**src/rtl/dmem_ctrl.sv**
```systemverilog
`default_nettype none
// ============================================================================
// dmem_ctrl : data-memory controller with fixed latency, sub-word store RMW
//             and misaligned-store rejection, in front of a 64-bit SRAM.
// Revision  : 1.0
// ============================================================================
module dmem_ctrl #(
  parameter int ADDR_W  = 32,
  parameter int MEM_LAT = 1
) (
  input  logic              clk,
  input  logic              rstn,
  input  logic [ADDR_W-1:0] data_addr_in,
  input  logic              rdata_en_in,
  input  logic              wdata_en_in,
  input  logic [63:0]       wdata_in,
  input  logic [1:0]        wlen_in,
  output logic              wdata_ready_out,
  output logic [63:0]       rdata_out,
  output logic              rdata_valid_out,
  output logic              misalign_err_out,
  output logic              mem_ce,
  output logic              mem_we,
  output logic [ADDR_W-4:0] mem_addr,
  output logic [63:0]       mem_wdata,
  input  logic [63:0]       mem_rdata
);

  localparam logic [2:0] c_lat = 3'(MEM_LAT);

  typedef enum logic [2:0] {
    S_IDLE, S_RD_ISSUE, S_RD_WAIT, S_RMW_ISSUE,
    S_RMW_WAIT, S_WR_ISSUE, S_RESP, S_HOLD
  } state_t;

  state_t            state_q, state_d;
  logic [ADDR_W-1:0] addr_q, addr_d;
  logic [63:0]       wdata_q, wdata_d;
  logic [1:0]        wlen_q, wlen_d;
  logic              is_wr_q, is_wr_d;
  logic              mis_q, mis_d;
  logic [2:0]        cnt_q, cnt_d;
  logic [63:0]       rdata_q, rdata_d;

  logic              w_mis;
  logic [63:0]       w_size_mask;
  logic [5:0]        w_shift;
  logic [63:0]       w_merged;

  always_comb begin
    w_mis = 1'b0;
    case (wlen_in)
      2'd1:    w_mis = data_addr_in[0];
      2'd2:    w_mis = |data_addr_in[1:0];
      2'd3:    w_mis = |data_addr_in[2:0];
      default: w_mis = 1'b0;
    endcase
  end

  // Store lanes are placed at the byte offset inside the doubleword; data
  // bits above the store size are discarded.
  always_comb begin
    w_size_mask = '1;
    case (wlen_q)
      2'd0:    w_size_mask = 64'h0000_0000_0000_00FF;
      2'd1:    w_size_mask = 64'h0000_0000_0000_FFFF;
      2'd2:    w_size_mask = 64'h0000_0000_FFFF_FFFF;
      default: w_size_mask = '1;
    endcase
    w_shift  = {addr_q[2:0], 3'b000};
    w_merged = (mem_rdata & ~(w_size_mask << w_shift)) |
               ((wdata_q & w_size_mask) << w_shift);
  end

  always_comb begin
    state_d = state_q;
    addr_d  = addr_q;
    wdata_d = wdata_q;
    wlen_d  = wlen_q;
    is_wr_d = is_wr_q;
    mis_d   = mis_q;
    cnt_d   = cnt_q;
    rdata_d = rdata_q;
    case (state_q)
      S_IDLE: begin
        if (wdata_en_in) begin
          addr_d  = data_addr_in;
          wdata_d = wdata_in;
          wlen_d  = wlen_in;
          is_wr_d = 1'b1;
          mis_d   = w_mis;
          if (w_mis)               state_d = S_RESP;
          else if (wlen_in == 2'd3) state_d = S_WR_ISSUE;
          else                     state_d = S_RMW_ISSUE;
        end else if (rdata_en_in) begin
          addr_d  = data_addr_in;
          is_wr_d = 1'b0;
          mis_d   = 1'b0;
          state_d = S_RD_ISSUE;
        end
      end
      S_RD_ISSUE: begin
        cnt_d   = 3'd1;
        state_d = S_RD_WAIT;
      end
      S_RD_WAIT: begin
        if (cnt_q == c_lat) begin
          rdata_d = mem_rdata;
          state_d = S_RESP;
        end else begin
          cnt_d = cnt_q + 3'd1;
        end
      end
      S_RMW_ISSUE: begin
        cnt_d   = 3'd1;
        state_d = S_RMW_WAIT;
      end
      S_RMW_WAIT: begin
        if (cnt_q == c_lat) begin
          wdata_d = w_merged;
          state_d = S_WR_ISSUE;
        end else begin
          cnt_d = cnt_q + 3'd1;
        end
      end
      S_WR_ISSUE: state_d = S_RESP;
      S_RESP:     state_d = S_HOLD;
      S_HOLD:     state_d = S_IDLE;
      default:    state_d = S_IDLE;
    endcase
  end

  always_ff @(posedge clk or negedge rstn) begin
    if (!rstn) begin
      state_q <= S_IDLE;
      addr_q  <= '0;
      wdata_q <= '0;
      wlen_q  <= '0;
      is_wr_q <= 1'b0;
      mis_q   <= 1'b0;
      cnt_q   <= '0;
      rdata_q <= '0;
    end else begin
      state_q <= state_d;
      addr_q  <= addr_d;
      wdata_q <= wdata_d;
      wlen_q  <= wlen_d;
      is_wr_q <= is_wr_d;
      mis_q   <= mis_d;
      cnt_q   <= cnt_d;
      rdata_q <= rdata_d;
    end
  end

  // SRAM strobes are decoded from state so reset kills a pending write at once.
  assign mem_ce           = (state_q == S_RD_ISSUE) || (state_q == S_RMW_ISSUE) ||
                            (state_q == S_WR_ISSUE);
  assign mem_we           = (state_q == S_WR_ISSUE);
  assign mem_addr         = mem_ce ? addr_q[ADDR_W-1:3] : '0;
  assign mem_wdata        = mem_we ? wdata_q : '0;
  assign wdata_ready_out  = (state_q == S_RESP) && is_wr_q;
  assign rdata_valid_out  = (state_q == S_RESP) && !is_wr_q;
  assign misalign_err_out = (state_q == S_RESP) && is_wr_q && mis_q;
  assign rdata_out        = rdata_q;

endmodule
`default_nettype wire

```
**config.mk**
```make
export PLATFORM = sky130hd
export DESIGN_NAME = dmem_ctrl
export DESIGN_NICKNAME = d
export VERILOG_FILES = /design/src/rtl/dmem_ctrl.sv
export SDC_FILE = /design/constraint.sdc
export NUM_CORES = 1
export LEC_CHECK = 0
export CAP_MARGIN = 20
export CELL_PAD_IN_SITES_DETAIL_PLACEMENT = 0
export CELL_PAD_IN_SITES_GLOBAL_PLACEMENT = 1
export CORE_MARGIN = 2
export CORE_UTILIZATION = 35
export CTS_CLUSTER_DIAMETER = 60
export CTS_CLUSTER_SIZE = 8
export DETAILED_ROUTE_END_ITERATION = 12
export HOLD_SLACK_MARGIN = 0.12
export PLACE_DENSITY_LB_ADDON = 0.1
export SLEW_MARGIN = 10
export SYNTH_ARGS = -nofsm -noshare
export SYNTH_HDL_FRONTEND = slang
export SYNTH_SLANG_ARGS = --single-unit
```
**constraint.sdc**
```tcl
create_clock -name clk -period 2 [get_ports clk]
set_input_delay 0.3 -clock clk [delete_from_list [all_inputs] [get_ports clk]]
set_output_delay 0.3 -clock clk [all_outputs]
set_load 0.005 [all_outputs]
```
---- Yosys cells after proc, flatten, opt, wreduce, memory -nomap -nowiden ----
Cells that the tools add are included.
storage, ports and cells
  register bits after elaboration ......... 170
  bits of input ports ..................... 166
  output and inout port bits .............. 162
cells by class
  reductions and logical operators ........ 21
  muxes and demuxes ....................... 21
  bitwise operators ....................... 4
  equal/unequal tests ..................... 18
  shift-type cells ........................ 2
  add/sub/neg operators ................... 1
operators with widths
  operator                                                               count
  64-bit 2-to-1 mux                                                      3
  64-bit case mux with 3 select lines                                    1
  64-bit bitwise AND                                                     2
  64-bit case mux with 2 select lines                                    1
  64-bit by 6-bit << shifter with 64-bit output                          2
  32-bit 2-to-1 mux                                                      2
  64-bit NOT                                                             1
  64-bit bitwise OR                                                      1
  29-bit 2-to-1 mux                                                      1
  3-bit case mux with 8 select lines                                     1
  3-bit 2-to-1 mux                                                       7
  3-bit equality test, second input constant                             4
  2-bit inequality test, second input constant                           4
  2-bit AND reduction                                                    4
  2-bit equality test, second input constant                             3
  3-bit by 1-bit equality test with 1-bit output, second input constant  2
  3-bit by 2-bit equality test with 1-bit output, second input constant  2
  3-bit case mux with 2 select lines                                     1
  3-bit AND reduction                                                    2
  2-bit nonzero test                                                     3
  2-bit OR reduction                                                     3
  2-bit by 1-bit equality test with 1-bit output, second input constant  2
  3-bit by 1-bit adder with 3-bit output, second input constant          1
  1-bit logical AND                                                      3
  other kinds (8)                                                        11

---- Longest topological paths before layout ----
Gate-level depths: netlist of the first run.
  word-level depth ........................ 8
  mapped depth ............................ 9

---- Worst setup path before layout of the first run ----
Ideal clock, no wire load.
  path type ............................... reg2reg
  start point ............................. register state_q[1]
  end point ............................... register addr_q[0]
  cell stages (with the launch flop) ...... 8
  library setup time ...................... 125 ps
  path buffers ............................ 2
  clock period less this slack ............ 1820 ps
  arrival ................................. 1695 ps
  path slack .............................. 180 ps
  cell sequence ........................... dfrtp_1 > inv_1 > ha_1 > buf_4 > nand2_1 > nor2_2 > buf_2 > mux2_2
on the way
  word-level cells in the longest chain between the ends .. 2
RTL lines
  item                           RTL line  source
  start, declared                36        state_t state_q, state_d;
  start signal, assigned         144       state_q <= state_d;
  3-bit zero test                84        case (state_q)
  2-bit AND reduction (no line)  -
  end signal, assigned           145       addr_q <= addr_d;
  end, declared                  37        logic [ADDR_W-1:0] addr_q, addr_d;
Every way passes these cells.
A chain may end at the register's enable or synchronous reset.

---- Final worst setup path of the first run ----
  start point ............................. register state_q[1]
  end point ............................... output port mem_wdata[47]
on the way
  word-level cells in the longest chain between the ends .. 2
RTL lines
  item                 RTL line  source
  3-bit equality test  158       assign mem_we = (state_q == S_WR_ISSUE);
  64-bit 2-to-1 mux    160       assign mem_wdata = mem_we ? wdata_q : '0;
  end, declared        25        output logic [63:0] mem_wdata,
Every way passes these cells.

==> run_summary.xml, run 1 <==
<?xml version="1.0" encoding="UTF-8"?>
<metrics>
  <group name="drt">
    <metric name="first_iter_violations" unit="">878</metric>
    <metric name="drt-vias-per-instance" unit="">5.61</metric>
    <metric name="drt_wl_total" unit="um">47400</metric>
    <metric name="ant_nets" unit="">0</metric>
    <metric name="drc_errors" unit="">0</metric>
    <metric name="avgRoutedWirePerCell" unit="um">25.1</metric>
    <metric name="firstDrtPassIters" unit="">5</metric>
    <metric name="routed-via-count" unit="">10588</metric>
  </group>
  <group name="synthesis">
    <metric name="library_cell_with_the_largest_summed_area_after_synthesis" unit="">sky130_fd_sc_hd__dfrtp_1</metric>
    <metric name="most_numerous_cell_in_the_yosys_netlist" unit="">sky130_fd_sc_hd__dfrtp_1</metric>
    <metric name="synth_nets" unit="">1178</metric>
    <metric name="post_synth_num_cell_types" unit="">66</metric>
    <metric name="mean_area_per_synthesized_cell" unit="um^2">9.86</metric>
    <metric name="yosys.area_share.adder" unit="%">0.757</metric>
    <metric name="synth-edff-count" unit="">0</metric>
    <metric name="synth_area_in_compound_gates" unit="%">19.6</metric>
    <metric name="yosys.area.top_type_share" unit="%">42.9</metric>
    <metric name="synth_top_family_by_area" unit="">compound AO/OA/AOI/OAI gates</metric>
    <metric name="flip_flop_and_latch_count_after_synthesis" unit="">170</metric>
    <metric name="yosysWarnings" unit="">0</metric>
    <metric name="netlist_instances" unit="">1006</metric>
    <metric name="simple_gate_share_of_the_synthesized_area" unit="%">17.2</metric>
    <metric name="synth_async_sr_flop_share" unit="%">100</metric>
    <metric name="ys_dominant_reg_cell" unit="">sky130_fd_sc_hd__dfrtp_1</metric>
    <metric name="synth_common_cells" unit="">170 x sky130_fd_sc_hd__dfrtp_1, 104 x sky130_fd_sc_hd__mux2_2, 74 x sky130_fd_sc_hd__o21ai_0</metric>
    <metric name="synth-xor-area-share" unit="%">0</metric>
    <metric name="largest_cells_by_area_after_synthesis" unit="">sky130_fd_sc_hd__dfrtp_1 43%, sky130_fd_sc_hd__mux2_2 12%, sky130_fd_sc_hd__and3_1 4.2%, sky130_fd_sc_hd__o21ai_0 3.7%, sky130_fd_sc_hd__nor2_1 2.7%</metric>
    <metric name="synth_mux_area_share" unit="%">14.4</metric>
    <metric name="synthesis.area" unit="um^2">9920</metric>
    <metric name="ys_seq_area_share" unit="%">42.9</metric>
  </group>
  <group name="pwr">
    <metric name="design_power_total" unit="uW">30400</metric>
    <metric name="seq_power_share" unit="%">23.4</metric>
    <metric name="total_switching_power" unit="uW">13100</metric>
    <metric name="switching_share" unit="%">43.0</metric>
    <metric name="power.clock.fraction" unit="%">11.4</metric>
    <metric name="static-leakage-power" unit="uW">0.00792</metric>
    <metric name="power_density" unit="nW/um^2">1790</metric>
    <metric name="max-vdd-ir-drop" unit="mV">0.713</metric>
    <metric name="internal-power" unit="uW">17300</metric>
    <metric name="p_comb_share" unit="%">65.2</metric>
  </group>
  <group name="placement">
    <metric name="port-buffer-count" unit="">327</metric>
    <metric name="gp_congestion" unit="">0.957</metric>
    <metric name="post-dp-hpwl" unit="um">32300</metric>
  </group>
  <group name="global_routing">
    <metric name="grt_max_degree" unit="">44</metric>
    <metric name="via_count_of_the_first_global_routing_pass" unit="">10192</metric>
    <metric name="wire_length_of_the_first_global_routing_pass" unit="um">62900</metric>
    <metric name="antenna_found_initial" unit="">2</metric>
    <metric name="grt_remaining_overflow" unit="">0</metric>
    <metric name="globalRouteTotalUtil" unit="%">28.5</metric>
  </group>
  <group name="critical_path">
    <metric name="cp_data_required_time" unit="ns">1.70</metric>
    <metric name="crit_fanout" unit="">28</metric>
    <metric name="start_kind" unit="">register</metric>
    <metric name="timing_startpoint_of_the_critical_path" unit="">state_q[1]</metric>
    <metric name="endpoint_kind" unit="">output pin</metric>
    <metric name="critPathArrivalTime" unit="ns">1.99</metric>
    <metric name="type_of_the_setup_path_with_the_least_slack" unit="">reg2out</metric>
    <metric name="timing.rr.start" unit="">state_q[0]</metric>
  </group>
  <group name="timing">
    <metric name="final.setup.worst_slack" unit="ns">-0.293</metric>
    <metric name="finalClockSkew" unit="ns">0.0192</metric>
    <metric name="rsz0062_at_grt" unit="">true</metric>
    <metric name="maxClockFrequency" unit="MHz">436</metric>
    <metric name="worst-slew-pin-transition" unit="ns">0.538</metric>
    <metric name="fin_crit" unit="ns">2.29</metric>
    <metric name="maxSlewHeadroom" unit="%">63.8</metric>
    <metric name="report.final.setup_viol" unit="">136</metric>
    <metric name="slew_viol_final" unit="">0</metric>
    <metric name="tns" unit="ns">-9.90</metric>
    <metric name="timing_hold_violations_final" unit="">0</metric>
    <metric name="final_min_period_over_clock_period" unit="%">115</metric>
  </group>
  <group name="status">
    <metric name="run_status" unit="">complete, but fails checks</metric>
    <metric name="failing_checks" unit="">negative setup slack</metric>
  </group>
  <group name="clocking">
    <metric name="cts_made_buffers" unit="">17</metric>
    <metric name="tritoncts" unit="">yes</metric>
    <metric name="cts-root-to-sink-buffers" unit="">2</metric>
    <metric name="clock_tree.htree_level_count" unit="">4</metric>
    <metric name="ctsRootBufferMaster" unit="">sky130_fd_sc_hd__clkbuf_16</metric>
    <metric name="worst_skew_pair.late_latency" unit="ns">0.45</metric>
    <metric name="tritoncts_num_sinks" unit="">170</metric>
    <metric name="cts.reportedPaths.clkPinSlew" unit="ns">0.08</metric>
  </group>
  <group name="floorplanning">
    <metric name="num_rows" unit="">61</metric>
    <metric name="pin_count" unit="">328</metric>
    <metric name="die-height" unit="um">172</metric>
    <metric name="die_area" unit="um^2">29700</metric>
    <metric name="die_width" unit="um">172</metric>
    <metric name="start_util" unit="%">35.6</metric>
    <metric name="core" unit="um^2">27900</metric>
  </group>
  <group name="finish">
    <metric name="area.sequential" unit="um^2">4260</metric>
    <metric name="area_delta_synth_final" unit="%">71.0</metric>
    <metric name="final_net_count" unit="">1666</metric>
    <metric name="layout.filler_cells" unit="">2404</metric>
    <metric name="multiInputGateArea" unit="um^2">5960</metric>
    <metric name="layout-drive-gt1-share" unit="%">35.4</metric>
  </group>
  <group name="run">
    <metric name="maxCapViolations" unit="">0</metric>
  </group>
  <group name="worst_hold_path">
    <metric name="hold_class" unit="">in2async</metric>
  </group>
</metrics>
-- metrics by stage --
stage	utilization, %	instance area (um^2)	std cells	setup WS (ns)	hold WS [ns]
final	60.9	17000	1886	-0.293	0.363
after global placement	52.1	14500	1772	-0.163	0.275
after CTS	54.8	15300	1814	-0.358	0.384
after detailed placement	52.1	14500	1772	-0.156	0.278
after global routing	60.9	17000	1886	-0.357	0.392
after floorplan	-	9920	1006	0.180	0.00441
-- worst paths after layout --
| kind | to | slack (ns) | cells past startpoint |
|---|---|---|---|
| max in group asynchronous | rdata_out[25] | 0.96 | 3 |
| min in group clk | addr_q[28] | 0.47 | 2 |
| worst min register to register | addr_q[7] | 0.50 | 1 |
| worst max-delay path | mem_wdata[47] | -0.29 | 5 |
| worst max register to register | addr_q[8] | -0.09 | 9 |
| worst min-delay path | addr_q[28] | 0.36 | 2 |
-- cell type report --
| class | instances | area share [%] |
|---|---|---|
| Multi-Input combinational cell | 745 | 35.2 |
| Timing Repair Buffer | 552 | 33.2 |
| Sequential cell | 170 | 25.1 |
| Tap cell | 378 | 2.79 |
| Clock buffer | 17 | 2.51 |
| Clock inverter | 15 | 0.989 |
| Inverter | 8 | 0.214 |
| Antenna cell | 1 | 0.0148 |
-- repair_timing --
item                       in CTS  in global routing
setup endpoints to repair     119                250
hold endpoints to repair       37                  0
pin swaps                       2                 17
buffers inserted                8                 48
cloned                          1                 24
gates resized for setup       129                321
hold buffers                    1                  0
-- cell families (layout without fill, tap and decap cells) --
group,after synthesis,after routing
AOI/OAI and AO/OA,283,284
DFF,170,170
muxes,129,129
other,0,1
and+or+nand+nor,326,326
buffers and inverters,92,592
adders and majority gates,6,6
-- critical path, cell delays in order (launching register included) --
cell and delay [ns]:
sky130_fd_sc_hd__dfrtp_1 0.39, sky130_fd_sc_hd__inv_2 0.08, sky130_fd_sc_hd__ha_4 0.18, sky130_fd_sc_hd__buf_12 0.17
sky130_fd_sc_hd__and3_1 0.20, sky130_fd_sc_hd__clkdlybuf4s50_1 0.51
-- registers in the layout (all words and copies together) (netlist names) --
signal	flops
addr_q	32
mis_q	1
wlen_q	2
state_q	3
wdata_q	64
is_wr_q	1
cnt_q	3
rdata_out	64
-- power groups by stage --
stage                     Sequential [uW]  Clock [uW]  Combinational (uW)
after floorplan                      6290           0                7900
after CTS                            6980        3500               15800
after global routing                 7270        3640               21000
after global placement               7020           0               15500
after detailed placement             7060           0               15600
final                                7120        3460               19800
-- per-layer routing --
metal	up-vias	part of all wire [%]	global-route usage [%]
met2	523	44	44.2
met4	0	2.1	5.81
met5	-	0	0
li1	4736	-	-
met1	5271	45	40.4
met3	58	9.0	7.00
-- cell usage in the layout (no fill, tap or decap), types with 6 or more instances in the layout --
cell / n
sky130_fd_sc_hd__mux2i_1: 19
sky130_fd_sc_hd__a211oi_1: 8
sky130_fd_sc_hd__a21oi_1: 43
sky130_fd_sc_hd__mux2_2: 56
sky130_fd_sc_hd__clkdlybuf4s15_2: 17
sky130_fd_sc_hd__and3_1: 66
sky130_fd_sc_hd__buf_12: 27
sky130_fd_sc_hd__a21o_1: 7
sky130_fd_sc_hd__nand2_1: 40
sky130_fd_sc_hd__a22oi_1: 26
sky130_fd_sc_hd__clkbuf_2: 31
sky130_fd_sc_hd__dfrtp_1: 165
sky130_fd_sc_hd__buf_4: 152
sky130_fd_sc_hd__nor3_1: 52
sky130_fd_sc_hd__a22o_1: 12
sky130_fd_sc_hd__o22ai_1: 8
sky130_fd_sc_hd__a221oi_1: 9
sky130_fd_sc_hd__nor2b_1: 30
sky130_fd_sc_hd__dlymetal6s2s_1: 39
sky130_fd_sc_hd__a22oi_2: 6
sky130_fd_sc_hd__o21ai_2: 10
sky130_fd_sc_hd__nand3_1: 11
sky130_fd_sc_hd__o21ai_0: 49
sky130_fd_sc_hd__or3_1: 16
sky130_fd_sc_hd__clkbuf_16: 32
sky130_fd_sc_hd__o21ai_1: 22
sky130_fd_sc_hd__nor2b_2: 8
sky130_fd_sc_hd__a221oi_2: 18
sky130_fd_sc_hd__o221ai_1: 7
sky130_fd_sc_hd__mux2_4: 54
sky130_fd_sc_hd__nor2_1: 69
sky130_fd_sc_hd__clkdlybuf4s50_1: 231
sky130_fd_sc_hd__inv_8: 6
sky130_fd_sc_hd__buf_2: 6
sky130_fd_sc_hd__buf_6: 25
No activity file was read; power rests on OpenSTA's default activity.
==> run 2, diff against run 1 <==
--- a/config.mk
+++ b/config.mk
@@ -9,13 +9,13 @@
 export CELL_PAD_IN_SITES_DETAIL_PLACEMENT = 0
 export CELL_PAD_IN_SITES_GLOBAL_PLACEMENT = 1
 export CORE_MARGIN = 2
-export CORE_UTILIZATION = 35
+export CORE_UTILIZATION = 32
 export CTS_CLUSTER_DIAMETER = 60
 export CTS_CLUSTER_SIZE = 8
 export DETAILED_ROUTE_END_ITERATION = 12
 export HOLD_SLACK_MARGIN = 0.12
 export PLACE_DENSITY_LB_ADDON = 0.1
-export SLEW_MARGIN = 10
+export SLEW_MARGIN = 5
 export SYNTH_ARGS = -nofsm -noshare
 export SYNTH_HDL_FRONTEND = slang
 export SYNTH_SLANG_ARGS = --single-unit
==> constraint.sdc (replaced) <==
create_clock -name clk -period 1.95 [get_ports clk]
set_input_delay 0.2925 -clock clk [delete_from_list [all_inputs] [get_ports clk]]
set_output_delay 0.2925 -clock clk [all_outputs]
set_load 0.005 [all_outputs]
==> run_summary.xml, run 2 (synthesized netlist as in run 1, its figures left out) <==
<?xml version="1.0" encoding="UTF-8"?>
<metrics>
  <group name="status">
    <metric name="run_status" unit="">complete, but fails checks</metric>
    <metric name="failing_checks" unit="">negative setup slack</metric>
  </group>
  <group name="drt">
    <metric name="avgRoutedWirePerCell" unit="um">26.0</metric>
    <metric name="routed-via-count" unit="">10707</metric>
    <metric name="drt-vias-per-instance" unit="">5.57</metric>
    <metric name="drc_errors" unit="">0</metric>
    <metric name="ant_nets" unit="">0</metric>
    <metric name="first_iter_violations" unit="">1102</metric>
    <metric name="firstDrtPassIters" unit="">5</metric>
    <metric name="drt_wl_total" unit="um">49900</metric>
  </group>
  <group name="floorplanning">
    <metric name="core" unit="um^2">30600</metric>
    <metric name="die_area" unit="um^2">32400</metric>
    <metric name="die_width" unit="um">180</metric>
    <metric name="start_util" unit="%">32.4</metric>
    <metric name="die-height" unit="um">180</metric>
    <metric name="pin_count" unit="">328</metric>
    <metric name="num_rows" unit="">64</metric>
  </group>
  <group name="clocking">
    <metric name="worst_skew_pair.late_latency" unit="ns">0.45</metric>
    <metric name="clock_tree.htree_level_count" unit="">4</metric>
    <metric name="ctsRootBufferMaster" unit="">sky130_fd_sc_hd__clkbuf_16</metric>
    <metric name="cts_made_buffers" unit="">17</metric>
    <metric name="cts-root-to-sink-buffers" unit="">2</metric>
    <metric name="tritoncts_num_sinks" unit="">170</metric>
    <metric name="cts.reportedPaths.clkPinSlew" unit="ns">0.07</metric>
    <metric name="tritoncts" unit="">yes</metric>
  </group>
  <group name="critical_path">
    <metric name="endpoint_kind" unit="">output pin</metric>
    <metric name="worstPathCellList" unit="">ha_4, buf_12, buf_6, buf_12, buf_4, and3_1, buf_2</metric>
    <metric name="crit-reg2reg-capture" unit="">wdata_q[50]</metric>
    <metric name="crit_path_frequent_cell" unit="">sky130_fd_sc_hd__buf_12</metric>
    <metric name="cpPeakStageDelay" unit="ns">0.44</metric>
    <metric name="ff2ff_setup_slack" unit="ns">-0.17</metric>
    <metric name="critPathArrivalTime" unit="ns">1.92</metric>
    <metric name="start_kind" unit="">register</metric>
    <metric name="type_of_the_setup_path_with_the_least_slack" unit="">reg2out</metric>
    <metric name="worst_path_max_delay_cell" unit="">sky130_fd_sc_hd__dfrtp_2</metric>
    <metric name="timing.rr.start" unit="">state_q[0]</metric>
    <metric name="worst-r2r-cell-count" unit="">11</metric>
    <metric name="cp_data_required_time" unit="ns">1.66</metric>
    <metric name="crit_fanout" unit="">12</metric>
  </group>
  <group name="finish">
    <metric name="fin_cells" unit="">1921</metric>
    <metric name="mostFrequentLayoutCells" unit="">228 x sky130_fd_sc_hd__clkdlybuf4s50_1, 165 x sky130_fd_sc_hd__dfrtp_1, 151 x sky130_fd_sc_hd__buf_4</metric>
    <metric name="layout-drive-gt1-share" unit="%">44.2</metric>
    <metric name="area_delta_synth_final" unit="%">79.0</metric>
    <metric name="final_net_count" unit="">1684</metric>
    <metric name="antenna_diode_instance_count" unit="">0</metric>
    <metric name="mostFrequentLayoutCell" unit="">sky130_fd_sc_hd__clkdlybuf4s50_1</metric>
    <metric name="layout.filler_cells" unit="">2698</metric>
    <metric name="layout.core_utilization" unit="%">58.0</metric>
  </group>
  <group name="timing">
    <metric name="slew_viol_final" unit="">0</metric>
    <metric name="rsz0062_at_grt" unit="">true</metric>
    <metric name="tns" unit="ns">-29.69</metric>
    <metric name="maxClockFrequency" unit="MHz">452</metric>
    <metric name="worst-slew-pin-transition" unit="ns">0.649</metric>
    <metric name="final_min_period_over_clock_period" unit="%">113</metric>
    <metric name="report.final.setup_viol" unit="">241</metric>
    <metric name="fin_crit" unit="ns">2.21</metric>
    <metric name="final.setup.worst_slack" unit="ns">-0.263</metric>
    <metric name="finalClockSkew" unit="ns">0.0150</metric>
    <metric name="maxSlewHeadroom" unit="%">56.5</metric>
    <metric name="timing_hold_violations_final" unit="">0</metric>
    <metric name="timing.hold.ws" unit="ns">0.296</metric>
  </group>
  <group name="global_routing">
    <metric name="grt_remaining_overflow" unit="">0</metric>
    <metric name="grt_max_degree" unit="">53</metric>
    <metric name="globalRouteTotalUtil" unit="%">28.8</metric>
    <metric name="antenna_found_initial" unit="">0</metric>
    <metric name="via_count_of_the_first_global_routing_pass" unit="">10596</metric>
    <metric name="wire_length_of_the_first_global_routing_pass" unit="um">70500</metric>
  </group>
  <group name="placement">
    <metric name="post-dp-hpwl" unit="um">33800</metric>
    <metric name="gp_congestion" unit="">0.925</metric>
    <metric name="port-buffer-count" unit="">327</metric>
    <metric name="dp.cells" unit="">1795</metric>
  </group>
  <group name="pwr">
    <metric name="design_power_total" unit="uW">33200</metric>
    <metric name="power_density" unit="nW/um^2">1870</metric>
    <metric name="max-vdd-ir-drop" unit="mV">0.754</metric>
    <metric name="static-leakage-power" unit="uW">0.00763</metric>
  </group>
  <group name="run">
    <metric name="maxCapViolations" unit="">0</metric>
  </group>
  <group name="worst_hold_path">
    <metric name="hold_class" unit="">in2async</metric>
  </group>
</metrics>
-- run 2: cell type report --
cell class | instances | area [um^2] | area share (%)
Clock buffer | 20 | 447 | 2.52
Clock inverter | 12 | 139 | 0.783
Inverter | 8 | 35.0 | 0.197
Multi-Input combinational cell | 744 | 6550 | 36.9
Sequential cell | 170 | 4260 | 24.0
Tap cell | 396 | 495 | 2.79
Timing Repair Buffer | 571 | 5820 | 32.8
-- run 2: critical path, delay by kind of cell, from the launching register on --
kind	cells	cell delay [ns]
simple gates	1	0.17
buf+inv	5	0.67
flops	1	0.44
fa+ha+maj	1	0.19
-- run 2: layer usage --
metal | part of all wire (%) | wire (um) | global-route usage (%) | vias to the layer above
met5 | 0 | 0 | 0 | -
met4 | 1.9 | 950 | 7.90 | 0
met3 | 8.2 | 4090 | 7.48 | 45
met2 | 45 | 22700 | 43.5 | 474
met1 | 45 | 22200 | 40.8 | 5416
li1 | - | - | - | 4772
-- run 2: worst max-delay path by stage --
stage / startpoint / to / slack [ns] / cells after the start
after floorplan: state_q[1] / addr_q[0] / 0.13 / 7
final: state_q[0] / mem_wdata[19] / -0.26 / 7
after global placement: state_q[0] / wdata_q[43] / -0.18 / 9
after detailed placement: state_q[0] / wdata_q[43] / -0.17 / 9
after CTS: state_q[0] / mem_wdata[16] / -0.33 / 7
after global routing: state_q[0] / mem_addr[12] / -0.30 / 7
-- run 2: power by group --
part           leakage, uW  total [uW]  switching [uW]  internal (uW)
clock network     0.000286        3600            1650           1940
logic              0.00536       22300           10400          11900
registers          0.00199        7340            1960           5380
total              0.00763       33200           14000          19300
-- run 2: metrics by stage --
step	area, um^2	setup WS (ns)
final	17700	-0.263
after global routing	17700	-0.303
after CTS	16200	-0.329
after detailed placement	14600	-0.167
after global placement	14600	-0.179
after floorplan	9920	0.130
-- run 2: what timing repair did --
action	4_1_cts	5_1_grt
endpoints found under the hold margin	103	0
endpoints found under the setup margin	154	225
hold buffers	1	0
pin swaps	18	30
buffers inserted	34	44
resized for setup	506	315
cloned	13	12
==> run 3, diff against run 2 <==
--- a/config.mk
+++ b/config.mk
@@ -15,6 +15,7 @@
 export DETAILED_ROUTE_END_ITERATION = 12
 export HOLD_SLACK_MARGIN = 0.12
 export PLACE_DENSITY_LB_ADDON = 0.1
+export SKIP_CTS_REPAIR_TIMING = 1
 export SLEW_MARGIN = 5
 export SYNTH_ARGS = -nofsm -noshare
 export SYNTH_HDL_FRONTEND = slang
==> run_summary.xml, run 3 (synthesized netlist as in run 1, its figures left out) <==
<?xml version="1.0" encoding="UTF-8"?>
<metrics>
  <group name="status">
    <metric name="run_status" unit="">complete, but fails checks</metric>
    <metric name="failing_checks" unit="">negative setup slack</metric>
  </group>
  <group name="placement">
    <metric name="post-dp-hpwl" unit="um">33800</metric>
    <metric name="port-buffer-count" unit="">327</metric>
    <metric name="gp_congestion" unit="">0.925</metric>
  </group>
  <group name="timing">
    <metric name="report.final.setup_viol" unit="">155</metric>
    <metric name="final.setup.worst_slack" unit="ns">-0.380</metric>
    <metric name="maxClockFrequency" unit="MHz">429</metric>
    <metric name="worst-slew-pin-transition" unit="ns">0.641</metric>
    <metric name="rsz0062_at_grt" unit="">true</metric>
    <metric name="slew_viol_final" unit="">0</metric>
    <metric name="maxSlewHeadroom" unit="%">57.0</metric>
    <metric name="timing_hold_violations_final" unit="">0</metric>
    <metric name="final_min_period_over_clock_period" unit="%">120</metric>
    <metric name="finalClockSkew" unit="ns">0.0149</metric>
    <metric name="fin_crit" unit="ns">2.33</metric>
  </group>
  <group name="clocking">
    <metric name="ctsRootBufferMaster" unit="">sky130_fd_sc_hd__clkbuf_16</metric>
    <metric name="tritoncts_num_sinks" unit="">170</metric>
    <metric name="cts-root-to-sink-buffers" unit="">2</metric>
    <metric name="worst_skew_pair.late_latency" unit="ns">0.45</metric>
    <metric name="cts_made_buffers" unit="">17</metric>
    <metric name="tritoncts" unit="">yes</metric>
    <metric name="cts.reportedPaths.clkPinSlew" unit="ns">0.07</metric>
    <metric name="clock_tree.htree_level_count" unit="">4</metric>
  </group>
  <group name="finish">
    <metric name="antenna_diode_instance_count" unit="">0</metric>
    <metric name="layout.filler_cells" unit="">2793</metric>
    <metric name="layout-drive-gt1-share" unit="%">40.5</metric>
    <metric name="final_net_count" unit="">1693</metric>
    <metric name="area_delta_synth_final" unit="%">70.7</metric>
    <metric name="mostFrequentLayoutCell" unit="">sky130_fd_sc_hd__clkdlybuf4s50_1</metric>
    <metric name="layout.core_utilization" unit="%">55.3</metric>
    <metric name="mostFrequentLayoutCells" unit="">228 x sky130_fd_sc_hd__clkdlybuf4s50_1, 164 x sky130_fd_sc_hd__dfrtp_1, 159 x sky130_fd_sc_hd__buf_4</metric>
  </group>
  <group name="pwr">
    <metric name="power.clock.fraction" unit="%">11.3</metric>
    <metric name="total_switching_power" unit="uW">13300</metric>
    <metric name="static-leakage-power" unit="uW">0.00733</metric>
    <metric name="max-vdd-ir-drop" unit="mV">0.726</metric>
    <metric name="power_density" unit="nW/um^2">1870</metric>
    <metric name="design_power_total" unit="uW">31600</metric>
    <metric name="seq_power_share" unit="%">23.0</metric>
    <metric name="internal-power" unit="uW">18300</metric>
    <metric name="p_comb_share" unit="%">65.7</metric>
    <metric name="switching_share" unit="%">42.0</metric>
  </group>
  <group name="worst_hold_path">
    <metric name="hold_class" unit="">in2async</metric>
  </group>
  <group name="drt">
    <metric name="firstDrtPassIters" unit="">5</metric>
    <metric name="drc_errors" unit="">0</metric>
    <metric name="first_iter_violations" unit="">924</metric>
    <metric name="drt_wl_total" unit="um">48900</metric>
    <metric name="ant_nets" unit="">0</metric>
    <metric name="avgRoutedWirePerCell" unit="um">25.3</metric>
    <metric name="routed-via-count" unit="">10699</metric>
    <metric name="drt-vias-per-instance" unit="">5.54</metric>
  </group>
  <group name="floorplanning">
    <metric name="die_area" unit="um^2">32400</metric>
    <metric name="die-height" unit="um">180</metric>
    <metric name="core" unit="um^2">30600</metric>
    <metric name="pin_count" unit="">328</metric>
    <metric name="die_width" unit="um">180</metric>
    <metric name="start_util" unit="%">32.4</metric>
    <metric name="num_rows" unit="">64</metric>
  </group>
  <group name="global_routing">
    <metric name="grt_max_degree" unit="">53</metric>
    <metric name="grt_remaining_overflow" unit="">0</metric>
    <metric name="wire_length_of_the_first_global_routing_pass" unit="um">66000</metric>
    <metric name="globalRouteTotalUtil" unit="%">26.7</metric>
    <metric name="via_count_of_the_first_global_routing_pass" unit="">10163</metric>
    <metric name="antenna_found_initial" unit="">1</metric>
  </group>
  <group name="critical_path">
    <metric name="type_of_the_setup_path_with_the_least_slack" unit="">reg2out</metric>
    <metric name="crit_fanout" unit="">6</metric>
    <metric name="start_kind" unit="">register</metric>
    <metric name="endpoint_kind" unit="">output pin</metric>
    <metric name="cp_data_required_time" unit="ns">1.66</metric>
    <metric name="critPathArrivalTime" unit="ns">2.04</metric>
    <metric name="ff2ff_setup_slack" unit="ns">-0.08</metric>
  </group>
  <group name="run">
    <metric name="maxCapViolations" unit="">0</metric>
  </group>
</metrics>
[run 3: changes by cell type in the layout (fill, tap and decap cells not counted), moves of 18 or more]
cell / delta
sky130_fd_sc_hd__buf_6: +18
sky130_fd_sc_hd__clkbuf_2: +47
sky130_fd_sc_hd__mux2_4: -75
sky130_fd_sc_hd__o21ai_1: -19
sky130_fd_sc_hd__buf_2: -50
sky130_fd_sc_hd__mux2_2: +70
sky130_fd_sc_hd__nor3_1: +18
sky130_fd_sc_hd__o21ai_0: +20
[run 3: final timing paths]
path	to	cells after the start	from
worst max-delay path	mem_addr[12]	8	state_q[0]
worst min-delay path	rdata_out[33]	2	rstn
worst max register to register	rdata_out[49]	9	state_q[0]
worst min register to register	rdata_out[60]	1	rdata_out[60]
max in group asynchronous	addr_q[9]	3	rstn
min in group clk	addr_q[19]	2	data_addr_in[19]
[run 3: stage by stage]
step / cell area, um^2 / hold WS, ns / worst slack [ns] / setup TNS (ns) / std cells
3_5_place_dp: 14600 / 0.199 / -0.167 / -7.11 / 1795
5_1_grt: 16900 / 0.310 / -0.439 / -27.18 / 1930
2_1_floorplan: 9920 / -0.00309 / 0.130 / 0 / 1006
6_report: 16900 / 0.301 / -0.380 / -19.06 / 1930
3_3_place_gp: 14600 / 0.198 / -0.179 / -5.49 / 1795
4_1_cts: 15200 / -0.282 / -0.601 / -51.74 / 1827
[run 3: area by class of cell]
class	count	area [um^2]	share of cell area [%]
timing repair buffer	579	5700	33.7
inverter	8	30.0	0.177
multi-input combinational	745	5850	34.6
clock buffer	20	447	2.64
clock inverter	12	139	0.821
sequential	170	4260	25.2
tap	396	495	2.93
[run 3: power by group through the flow]
stage               Sequential (uW)  Combinational (uW)  Clock [uW]
global route                   7460               21900        3790
global placement               7160               16200           0
detailed placement             7170               16300           0
finish                         7250               20700        3580
CTS                            7110               16300        3640
floorplan                      6450                8110           0
[run 3: critical path, cell delays in order (launching register included)]
cell and delay, ns:
sky130_fd_sc_hd__dfrtp_2 0.44, sky130_fd_sc_hd__ha_4 0.19, sky130_fd_sc_hd__buf_12 0.15, sky130_fd_sc_hd__a21oi_4 0.27, sky130_fd_sc_hd__clkbuf_16 0.20, sky130_fd_sc_hd__buf_6 0.09
sky130_fd_sc_hd__buf_4 0.10, sky130_fd_sc_hd__nor2b_1 0.04, sky130_fd_sc_hd__clkbuf_2 0.10
[run 3: per-layer routing]
metal	share of wire [%]	track usage [%]
met4	2.1	7.23
met2	45	40.0
met1	45	38.3
met3	8.3	6.93
met5	0.027	0
